===== src/rtl/instr_fetch_pkg.sv =====
// Shared types and constants for the fetch stage.
// Imported by instr_fetch and its jump LUT.
package instr_fetch_pkg;

    typedef enum logic [1:0] {
        F_IDLE,
        F_RUN,
        F_HALT
    } fetch_state;

    // mov r2,r2: architecturally a no-op
    localparam logic [8:0] BUBBLE_INSTR = 9'h022;

endpackage


===== src/rtl/instr_fetch_jump_lut.sv =====
// Four-entry jump target table for ljp0..3.
// Registered write port, combinational read port.
module jump_lut #(
    parameter int W = 10
) (
    input  logic         clk,
    input  logic         rst_n,
    input  logic         we,
    input  logic [1:0]   widx,
    input  logic [W-1:0] wdata,
    input  logic [1:0]   ridx,
    output logic [W-1:0] rdata
);

    logic [W-1:0] tbl [4];

    // table update; a same-cycle read sees the pre-write value
    always_ff @(posedge clk or negedge rst_n) begin
        if (!rst_n) begin
            for (int i = 0; i < 4; i++) tbl[i] <= '0;
        end else if (we) begin
            tbl[widx] <= wdata;
        end
    end

    assign rdata = tbl[ridx];

endmodule


===== src/rtl/instr_fetch.sv =====
// Fetch stage: PC, sync imem addressing, redirects,
// start/done run control with a 1-cycle redirect bubble.
module instr_fetch
    import instr_fetch_pkg::*;
#(
    parameter int               PC_W     = 10,
    parameter logic [PC_W-1:0]  RESET_PC = '0,
    parameter int               OFF_W    = 8
) (
    input  logic             clk,
    input  logic             rst_n,
    input  logic             start,
    input  logic             done,
    input  logic             stall,
    input  logic             br_abs,
    input  logic [PC_W-1:0]  br_addr,
    input  logic             br_rel,
    input  logic [OFF_W-1:0] br_off,
    input  logic             ljp_en,
    input  logic [1:0]       ljp_idx,
    input  logic             lut_we,
    input  logic [1:0]       lut_widx,
    input  logic [PC_W-1:0]  lut_wdata,
    output logic [PC_W-1:0]  imem_addr,
    input  logic [8:0]       imem_rdata,
    output logic [8:0]       instr,
    output logic             instr_valid,
    output logic [PC_W-1:0]  pc,
    output logic             running,
    output logic             halted
);

    fetch_state      state;
    logic            squash;
    logic [PC_W-1:0] pc_inc;
    logic [PC_W-1:0] lut_tgt;
    logic [PC_W-1:0] rel_tgt;
    logic [PC_W-1:0] target;
    logic            redirect;

    jump_lut #(.W(PC_W)) u_lut (
        .clk   (clk),
        .rst_n (rst_n),
        .we    (lut_we),
        .widx  (lut_widx),
        .wdata (lut_wdata),
        .ridx  (ljp_idx),
        .rdata (lut_tgt)
    );

    assign pc_inc  = pc + PC_W'(1);
    assign rel_tgt = pc + {{(PC_W-OFF_W){br_off[OFF_W-1]}}, br_off};

    // re-read pc when not advancing so rdata stays coherent
    assign imem_addr = (state != F_RUN || squash || stall) ? pc : pc_inc;

    assign instr_valid = (state == F_RUN) && !squash;
    assign instr       = instr_valid ? imem_rdata : BUBBLE_INSTR;
    assign running     = (state == F_RUN);
    assign halted      = (state == F_HALT);

    // redirect target select: abs beats lut beats rel
    always_comb begin
        redirect = br_abs || ljp_en || br_rel;
        target   = rel_tgt;
        if (br_abs)      target = br_addr;
        else if (ljp_en) target = lut_tgt;
    end

    // run-control FSM with pc and squash tracking
    always_ff @(posedge clk or negedge rst_n) begin
        if (!rst_n) begin
            state  <= F_IDLE;
            pc     <= RESET_PC;
            squash <= 1'b0;
        end else begin
            unique case (state)
                F_IDLE: begin
                    if (start) begin
                        state  <= F_RUN;
                        squash <= 1'b0;
                    end
                end
                F_RUN: begin
                    if (squash) begin
                        if (!stall) squash <= 1'b0;
                    end else if (!stall) begin
                        if (done) begin
                            state <= F_HALT;
                        end else if (redirect) begin
                            pc     <= target;
                            squash <= 1'b1;
                        end else begin
                            pc     <= pc_inc;
                            squash <= 1'b0;
                        end
                    end
                end
                F_HALT: begin
                    if (start) begin
                        state  <= F_RUN;
                        pc     <= RESET_PC;
                        squash <= 1'b1;
                    end
                end
                default: state <= F_IDLE;
            endcase
        end
    end

endmodule


===== config.mk =====
export PLATFORM = sky130hd
export DESIGN_NAME = instr_fetch
export DESIGN_NICKNAME = d
export VERILOG_FILES = /design/src/rtl/instr_fetch_pkg.sv /design/src/rtl/instr_fetch_jump_lut.sv /design/src/rtl/instr_fetch.sv
export SDC_FILE = /design/constraint.sdc
export NUM_CORES = 1
export LEC_CHECK = 0
export CAP_MARGIN = 0
export CORE_ASPECT_RATIO = 1.75
export CORE_MARGIN = 2
export CORE_UTILIZATION = 35
export CTS_BUF_LIST = sky130_fd_sc_hd__clkbuf_8
export DETAILED_ROUTE_END_ITERATION = 8
export PLACE_DENSITY_LB_ADDON = 0.15
export SYNTH_ARGS = -nofsm -noshare
export SYNTH_HDL_FRONTEND = slang
export SYNTH_HIERARCHICAL = 1
export SYNTH_SLANG_ARGS = --single-unit

===== constraint.sdc =====
create_clock -name clk -period 2.3 [get_ports clk]
set_input_delay 0.46 -clock clk [delete_from_list [all_inputs] [get_ports clk]]
set_output_delay 0.46 -clock clk [all_outputs]
set_load 0.02 [all_outputs]

==> Word-level counts from Yosys, hierarchy flattened <==
Index checks and enable logic that the tools add are counted.
{ "classes": {"add_sub_neg": 2, "n_lt_le_gt_ge": 3, "n_eq_ne": 10, "muxes": 29, "bitwise_logic": 2, "n_reduce_logical": 14} }
{ "ops": {"columns": ["op", "n"], "rows": [
  ["$mux W10", 11],
  ["$bwmux W40", 1],
  ["$bmux W10 S2", 1],
  ["$demux W10 S2", 1],
  ["$pmux W10 S2", 1],
  ["$ne A2 B2 Y1 const B", 6],
  ["$add A10 B1 Y10 const B", 1],
  ["$add A10 B10 Y10", 1],
  ["$mux W9", 1],
  ["$mux W2", 4],
  ["$mux W1", 7],
  ["$ge A3 B3 Y1 const B", 2],
  ["$not A2 Y3", 2],
  ["$reduce_and A5 Y1", 1],
  ["$logic_or A1 B1 Y1", 4],
  ["$ne A2 B1 Y1 const B", 2],
  ["$pmux W2 S2", 1],
  ["$reduce_and A4 Y1", 1],
  ["$lt A3 B1 Y1 const B", 1],
  ["$pmux W1 S3", 1],
  ["$reduce_and A3 Y1", 1],
  ["$reduce_bool A3 Y1", 1],
  ["$eq A2 B1 Y1 const B", 1],
  ["$eq A2 B2 Y1 const B", 1],
  ["other kinds (5)", 6]
]} }
{ "word_totals": {"register_bits": 53, "inputBits": 50, "out_inout_bits": 32, "elab_cells": 67} }

==> Logic depth before layout (Yosys ltp) <==
Gate-level depths: netlist of the first run.
{ "depth": {"word_depth": 11, "depth_mapped": 9, "mapped_depth_nobuf": 9} }

==> Cells and area by module <==
Netlist of the first run, hierarchy kept.
{ "modules_own_cells": {"columns": ["module", "instances", "cells_each", "area_per_inst_um2", "seq_area_each_um2"], "rows": [
  ["jump_lut", 1, 99, 1839.3, 1001.0],
  ["instr_fetch", 1, 239, 1715.4, 325.3]
]} }

==> Worst setup path before layout of the first run <==
OpenSTA, ideal clock, no wires.
{ "synth_timing": {"path_kind": "register -> register", "start": "register pc[0]", "end": "register pc[6]", "setup_ns": 0.083, "arrival_ns": 2.320, "required_time_ns": 2.217, "slack_ns": -0.103, "stages_incl_launch_ff": 10, "n_path_buf": 0, "synth_period_minus_slack_ns": 2.403, "path_cell_list": "dfrtp_1 -> ha_1 -> inv_1 -> fa_1 -> nand2b_1 -> a21oi_1 -> mux2_2 -> o21ai_0 -> a31oi_1 -> o21ai_0"} }
{ "synth_via": {"elab_chain_cells": 8, "word_cells_on_any_way": 9, "classes_between": "add/sub: 2; mux: 7"} }
{ "synth_lines": {"columns": ["item", "line", "text"], "rows": [
  ["from (decl)", "instr_fetch.sv:28", "output logic [PC_W-1:0] pc,"],
  ["from (signal assigned)", "instr_fetch.sv:91", "pc <= target;"],
  ["from (signal assigned)", "instr_fetch.sv:94", "pc <= pc_inc;"],
  ["$add A10 B10 Y10", "instr_fetch.sv:52", "assign rel_tgt = pc + {{(PC_W-OFF_W){br_off[OFF_W-1]}}, br_off};"],
  ["$mux W10", "instr_fetch.sv:67", "else if (ljp_en) target = lut_tgt;"],
  ["$mux W10", "instr_fetch.sv:66", "if (br_abs) target = br_addr;"],
  ["$mux W10 *", "instr_fetch.sv:90", "end else if (redirect) begin"],
  ["$mux W10 *", "instr_fetch.sv:88", "if (done) begin"],
  ["$mux W10 *", "instr_fetch.sv:87", "end else if (!stall) begin"],
  ["$mux W10 *", "instr_fetch.sv:85", "if (squash) begin"],
  ["$pmux W10 S2 *", "instr_fetch.sv:77", "unique case (state)"]
]} }
Every way passes the cells marked *; elsewhere a longest branch is shown, timed or not. The select of a mux whose other input is x is not followed.
A chain may end at the register's enable or synchronous reset.

==> Worst setup path after layout of the first run <==
{ "layout_timing": {"start": "input port stall", "end": "output port imem_addr[7]"} }
{ "layout_via": {"elab_chain_cells": 2} }
{ "layout_lines": {"columns": ["item", "line", "text"], "rows": [
  ["from (decl)", "instr_fetch.sv:14", "input logic stall,"],
  ["$logic_or A1 B1 Y1", "instr_fetch.sv:55", "assign imem_addr = (state != F_RUN || squash || stall) ? pc : pc_inc;"],
  ["$mux W10", "instr_fetch.sv:55", null],
  ["to (decl)", "instr_fetch.sv:24", "output logic [PC_W-1:0] imem_addr,"]
]} }
No other way between the ends.

==> impl_results.md, run 1 <==
- Buf/Inv on CP: 2
- Synth cell count leaders: dfrtp_1, o21ai_0, nand2_1
- Vias per cell: between 5 and 6
- Crit. End Element: primary output
- Min cycle time layout: approximately 2.3 ns
- Sequential fraction of the synthesis area: between 30% and 40%
- Drt pass-1 iters: 4
- Width of the chip: approximately 80 um
- Die Ht: between 100 and 150 um
- Antenna violations before repair: 0
- Failing checks: negative setup slack
- Top cells by area, synth: dfrtp_1, mux2_4, mux2_2
- # IOs: 82
- Synth async-reset ratio: 100.0%
- Initial Util: 36.09%
- Worst Hold Class: input port to async pin
- Total congestion overflow: 0
- Cell row count: 48
- Crit-path slowest cell: or3b_4
- Min Hold Slack: between 0.1 and 0.15 ns
- Layout area overhead: 46.01%
- Data arrival time of the critical path: 1.85 ns
- Syn nets: 403
- Share of cells above drive strength 1: 36.49%
- Clk root buf: clkbuf_8
- CP cell instances: clkdlybuf4s50_1, or3b_4, nor2_2, xor2_1, buf_4
- Final Setup Violations: 2
- CTS tree: built
- Detailed Route WL: 10,350 um
- Status: finished, violations left
- Critical path depth: 5
- Routed Antenna Nets: 0
- Crit path required time: between 1.5 and 2 ns
- Synthesized cell area: around 0.0036 sq mm
- P per Cell Area: 866.3 mW/mm^2
- VDD IR max: 0.4637 mV
- # clock sinks: 53
- Seq cells post-synth: 53
- Post-route total power: 4.496 mW
- CP max stage delay: 0.47 ns
- GPL Wtd Cong: 0.8813
- Clock Path Buffers: 2
- Post-synthesis cell type count: 51
- Fin. Hold Viols: 0
- CTS HTree Levels: 2
- All-Layer GR Usage: 19.69%
- Core Area: slightly below 0.01 sq mm
- CP delay by family, top: buffers and inverters
- HPWL Detailed: 8223 um
- Starting DRT DRC Count: 101
- Dpl cell area: 0.004962 sq mm
- Clock-pin slew on the worst setup and hold paths: 0.10 ns
- Post-route setup slack: -0.01216 ns
- Fin nets: 549
- Final Skew: 0.009009 ns
- Routed WL per cell: approximately 17 um
- Leakage: ~2.4 nW
- Worst-Skew Late Latency: 0.31 ns
- CTS Hold Buffers Added: 0
- Slew Limit Fails: 0
- Clock buffer count from CTS: 5
- PortBufs: 81
- Vias: 3,143
- Relative slew margins: 62.52%
- Final TNS setup: -0.01759 ns
- Maxcap violations: 0
- Measured slew at the worst slew-check pin: 0.5622 ns
- Count leader, synth: dfrtp_1
- Global-route wire length before repair: 16,410 um
- Cell count after synthesis: 338
- DRC Markers: 0
- Unrepaired setup endpoints after global routing: yes
- Post-synth EDFFs: 0
- Reg2reg path depth: 9
- Leading register cell type out of synthesis: dfrtp_1
- Vias in the first global route: 3,244
- ANT cells: 0
- Critical setup path kind: input port to primary output
- Largest net degree at the start of global routing: 34
- FMAX: between 400 and 500 MHz
- CP startpoint kind: input port
- CP Max Fanout: 5
- Share of the synthesized area in the top cell type: a little under two fifths
- Final worst-path cycle share: 100.5%
- Final instance area: 0.005190 sq mm
- Syn Area/Cell: about 11 sq um
- Cell taking the most area after synthesis: dfrtp_1
- Full die area: 0.01101 sq mm
- Yosys warning count: 6
-- power by group --
part           switching, mW  internal (mW)
logic                   1.21           1.31
clock network          0.326          0.323
registers              0.188           1.15
-- path summary, 6_finish.rpt --
kind                         startpoint             to  slack, ns
setup / recovery                  stall   imem_addr[7]      -0.01
hold / removal                    rst_n  u_lut/tbl[11]       0.12
setup reg to reg                  pc[0]          pc[4]       0.09
hold reg to reg            u_lut/tbl[4]   u_lut/tbl[4]       0.51
max in group asynchronous         rst_n   u_lut/tbl[7]       1.61
min in group clk           u_lut/tbl[4]   u_lut/tbl[4]       0.51
-- registers in the layout, indices dropped and copies added, names as in the netlist --
signal / cells
squash: 1
state: 2
u_lut/tbl: 40
pc: 10
-- repair_timing --
item | CTS | global route
resized for setup | 83 | 32
pin swaps | 8 | 9
setup buffers | 1 | 4
setup endpoints to repair | 24 | 24
-- layer usage --
metal,GRT usage [%],up-vias,share of wire (%)
met5,0,-,0
met4,8.192,0,2.8
met2,37.96,96,56
li1,-,1521,-
met1,20.83,1511,37
met3,2.621,15,4.3
-- stage by stage --
step	utilization (%)	setup WS [ns]	instances
5_1_grt	52.69	-0.09163	610
3_3_place_gp	50.38	-0.5895	597
4_1_cts	51.75	-0.002078	606
3_5_place_dp	50.38	-0.6323	597
6_report	52.69	-0.01216	610
2_1_floorplan	-	0.005762	338
-- placed cells by master (no fill, tap or decap), types with 3 or more instances in the layout --
cell type and n:
a21o_1 3, a21oi_1 17, a221oi_1 3, and2_1 7
buf_2 6, buf_4 72, clkbuf_2 6, clkbuf_8 5
clkdlybuf4s50_1 58, dfrtp_1 52, ha_1 9, ha_4 5
inv_1 14, mux2_2 22, mux2_4 20, mux2i_1 3
mux4_2 10, nand2_1 26, nand2b_1 4, nand3_1 8
nand3_2 3, nand3b_1 3, nor2_1 21, nor3_1 5
nor3_4 3, nor4_1 3, o211ai_1 3, o21ai_0 22
o21ai_1 5, or3_1 3, xnor2_1 11, xor2_1 4
-- final cells by class --
| class | instances | area, sq um |
|---|---|---|
| clock buffer | 5 | 68.82 |
| clock inverter | 3 | 42.54 |
| fill | 916 | 4659 |
| inverter | 14 | 52.55 |
| multi-input combinational | 258 | 2237 |
| sequential | 53 | 1328 |
| tap | 125 | 156.4 |
| timing repair buffer | 152 | 1305 |
-- cells by family after synthesis --
| logic type | after synthesis | share of synthesized area, % |
|---|---|---|
| DFF | 53 | 37.31 |
| xor gates and xnor gates | 16 | 3.942 |
| AOI/OAI and AO/OA | 72 | 12.21 |
| buffers and inverters | 27 | 3.977 |
| muxes | 55 | 22.60 |
| and+or+nand+nor | 100 | 14.47 |
| adders and majority gates | 15 | 5.491 |
No activity file was read; power rests on OpenSTA's default activity.
==> run 2, diff against run 1 <==
Settings changed: PLACE_DENSITY_LB_ADDON 0.15 to not set.
==> run 2 against run 1 <==
  * The run still ends with negative setup slack left
  * Flip-flop and latch count is the same
  * Sequential share of layout area grew 0.18 points
  * Combinational power is essentially flat
  * Critical path type is now register to primary output
  * Largest cell class unchanged
  * Worst hold slack lost 0.048 ns
==> impl_results.md, run 2 (synthesis gave the netlist of run 1 again) <==
- Status: finished, violations left (unchanged)
- Failing checks: negative setup slack (unchanged)
- Most flops, register: u_lut/tbl (unchanged)
- Routed Antenna Nets: 0 (unchanged)
- DRC Markers: 0 (unchanged)
- R2r setup slk: 0 ns (was 0.09 ns)
- Final Skew: 0.003212 ns (was 0.009009 ns)
- Fin nets: 544 (was 549)
- Cell row count: 48 (unchanged)
- Worst Hold Class: input port to async pin (unchanged)
- Register share of total power: 30.3% (was 29.7%)
- Die Ht: 137.3 um (unchanged)
- Leakage: 2.300 nW (was 2.353 nW)
- CP startpoint kind: register (was input port)
- Final Setup Violations: 4 (was 2)
- Vias: 3,117 (was 3,143)
- CTS HTree Levels: 2 (unchanged)
- Full die area: 0.01101 sq mm (unchanged)
- Fin. Hold Viols: 0 (unchanged)
- Crit-path slowest cell: or3b_4 (unchanged)
- Place WS: -0.6327 ns (was -0.6323 ns)
- Global-route wire length before repair: 16,070 um (was 16,410 um)
- Slew Limit Fails: 0 (unchanged)
- All-Layer GR Usage: 18.97% (was 19.69%)
- CTS tree: built (unchanged)
- Reg2reg path depth: 12 (was 9)
- Unrepaired setup endpoints after global routing: yes (unchanged)
- HPWL Detailed: 8043 um (was 8223 um)
- Largest regs: u_lut/tbl x40, pc x10, state x2 (unchanged)
- Clock-pin slew on the worst setup and hold paths: 0.10 ns (about the same)
- Crit. End Element: primary output (unchanged)
- Antenna violations before repair: 0 (unchanged)
- Buf/Inv on CP: 3 (was 2)
- Detailed Route WL: 10,080 um (was 10,350 um)
- Min cycle time layout: 2.355 ns (was 2.312 ns)
- # clock sinks: 53 (unchanged)
- VDD IR max: 0.5045 mV (was 0.4637 mV)
- FF-to-FF Start: pc[0] (unchanged)
- CP cell instances: inv_2, ha_4, or3b_4, buf_6, nor2_4, xor2_2, buf_6 (was clkdlybuf4s50_1, or3b_4, nor2_2, xor2_1, buf_4)
- Data arrival time of the critical path: 1.89 ns (was 1.85 ns)
- Total congestion overflow: 0 (unchanged)
- Final core utilization: 52.38% (was 52.69%)
- Core Area: 0.009849 sq mm (unchanged)
- Starting DRT DRC Count: 121 (was 101)
- CP Max Fanout: 5 (unchanged)
- Dpl cell area: 0.004927 sq mm (was 0.004962 sq mm)
- Clock power share: 13.0% (was 14.4%)
- Worst reg2reg path endpoint: pc[8] (was pc[4])
- Largest net degree at the start of global routing: 37 (was 34)
- Post-route setup slack: -0.05487 ns (was -0.01216 ns)
- Logic gate share of total power: 56.6% (was 55.9%)
- Critical setup path kind: register to primary output (was input port to primary output)
- Most frequent cells in the layout: buf_4, clkdlybuf4s50_1, dfrtp_1, nand2_1, o21ai_0 (was buf_4, clkdlybuf4s50_1, dfrtp_1, nand2_1)
- CP dominant cell by count: buf_6
- # IOs: 82 (unchanged)
- Relative slew margins: 68.91% (was 62.52%)
- Width of the chip: 80.18 um (unchanged)
- Net switching power: 1.732 mW (was 1.720 mW)
- ANT cells: 0 (unchanged)
- Maxcap violations: 0 (unchanged)
- Crit path required time: 1.84 ns (about the same)
- Share of cells above drive strength 1: 37.29% (was 36.49%)
- Clock buffer count from CTS: 5 (unchanged)
- CP delay by family, top: simple AND/OR/NAND/NOR gates (was buffers and inverters)
- Drt pass-1 iters: 4 (unchanged)
- Clock Path Buffers: 2 (unchanged)
- PortBufs: 81 (unchanged)
- Pint: 2.643 mW (was 2.777 mW)
- Final TNS setup: -0.08011 ns (was -0.01759 ns)
- FMAX: 424.7 MHz (was 432.5 MHz)
- Vias in the first global route: 3,283 (was 3,244)
- Final instance area: 0.005159 sq mm (was 0.005190 sq mm)
- Initial Util: 36.09% (unchanged)
- Worst-Skew Late Latency: 0.32 ns (was 0.31 ns)
- Post-route total power: 4.375 mW (was 4.496 mW)
- P per Cell Area: 848.2 mW/mm^2 (was 866.3 mW/mm^2)
- Vias per cell: 5.152 (about the same)
- Clk root buf: clkbuf_8 (unchanged)
- Layout area overhead: 45.13% (was 46.01%)
- Sw frac: 39.59% (was 38.24%)
- Max reg flops: 40 (unchanged)
- CP max stage delay: 0.42 ns (was 0.47 ns)
- Most common cell after layout, fill and taps aside: buf_4 (unchanged)
- GPL Wtd Cong: 0.8118 (was 0.8813)
- Measured slew at the worst slew-check pin: 0.4664 ns (was 0.5622 ns)
- Final worst-path cycle share: 102.4% (was 100.5%)
- Routed WL per cell: 16.66 um (was 16.96 um)
[run 2: metrics by stage]
stage          std cells  hold slack [ns]
2_1_floorplan        338           0.1644
3_3_place_gp         589           0.4347
3_5_place_dp         589           0.4348
4_1_cts              603          0.07727
5_1_grt              605          0.08268
6_report             605          0.07604
[run 2: power groups by stage]
stage | clock network (mW) | registers, mW | logic [mW]
after floorplan | 0 | 1.40 | 1.25
after global placement | 0 | 1.32 | 2.38
after detailed placement | 0 | 1.34 | 2.42
after CTS | 0.593 | 1.32 | 2.43
after global routing | 0.635 | 1.35 | 2.70
final | 0.570 | 1.33 | 2.48
[run 2: cell type report]
class | instances | area [sq um]
inverters | 14 | 52.55
clock buffers | 5 | 68.82
clock inverters | 3 | 26.28
repair buffers | 147 | 1290
multi-input cells | 258 | 2236
flip-flops and latches | 53 | 1329
well taps | 125 | 156.4
fillers | 926 | 4691
[run 2: worst max-delay path by stage]
stage                     startpoint      endpoint  slack [ns]  cells past startpoint
after floorplan                pc[0]         pc[6]       0.006                      9
after global placement     br_off[0]         pc[6]       -0.55                     11
after detailed placement   br_off[0]         pc[6]       -0.63                     11
after CTS                   state[1]  imem_addr[7]       -0.08                      7
after global routing        state[1]  imem_addr[7]       -0.16                      7
final                       state[1]  imem_addr[7]       -0.05                      7
[run 2: metal layers]
| metal | GRT usage, % | vias up | part of all wire (%) |
|---|---|---|---|
| met5 | 0 | - | 0 |
| met3 | 3.211 | 13 | 4.8 |
| met1 | 18.92 | 1522 | 36 |
| li1 | - | 1506 | - |
| met4 | 6.215 | 0 | 1.8 |
| met2 | 38.19 | 76 | 57 |
[run 2: repair_timing]
item,4_1_cts,5_1_grt
endpoints found under the setup margin,24,25
buffers inserted,6,2
pin swaps,8,13
hold buffers,0,0
resized for setup,92,34
==> run 3, diff against run 2 <==
Settings changed: SLEW_MARGIN set to 15.
==> results of run 3 <==
No change in the layout: final DEF, timing and power equal those of run 2.
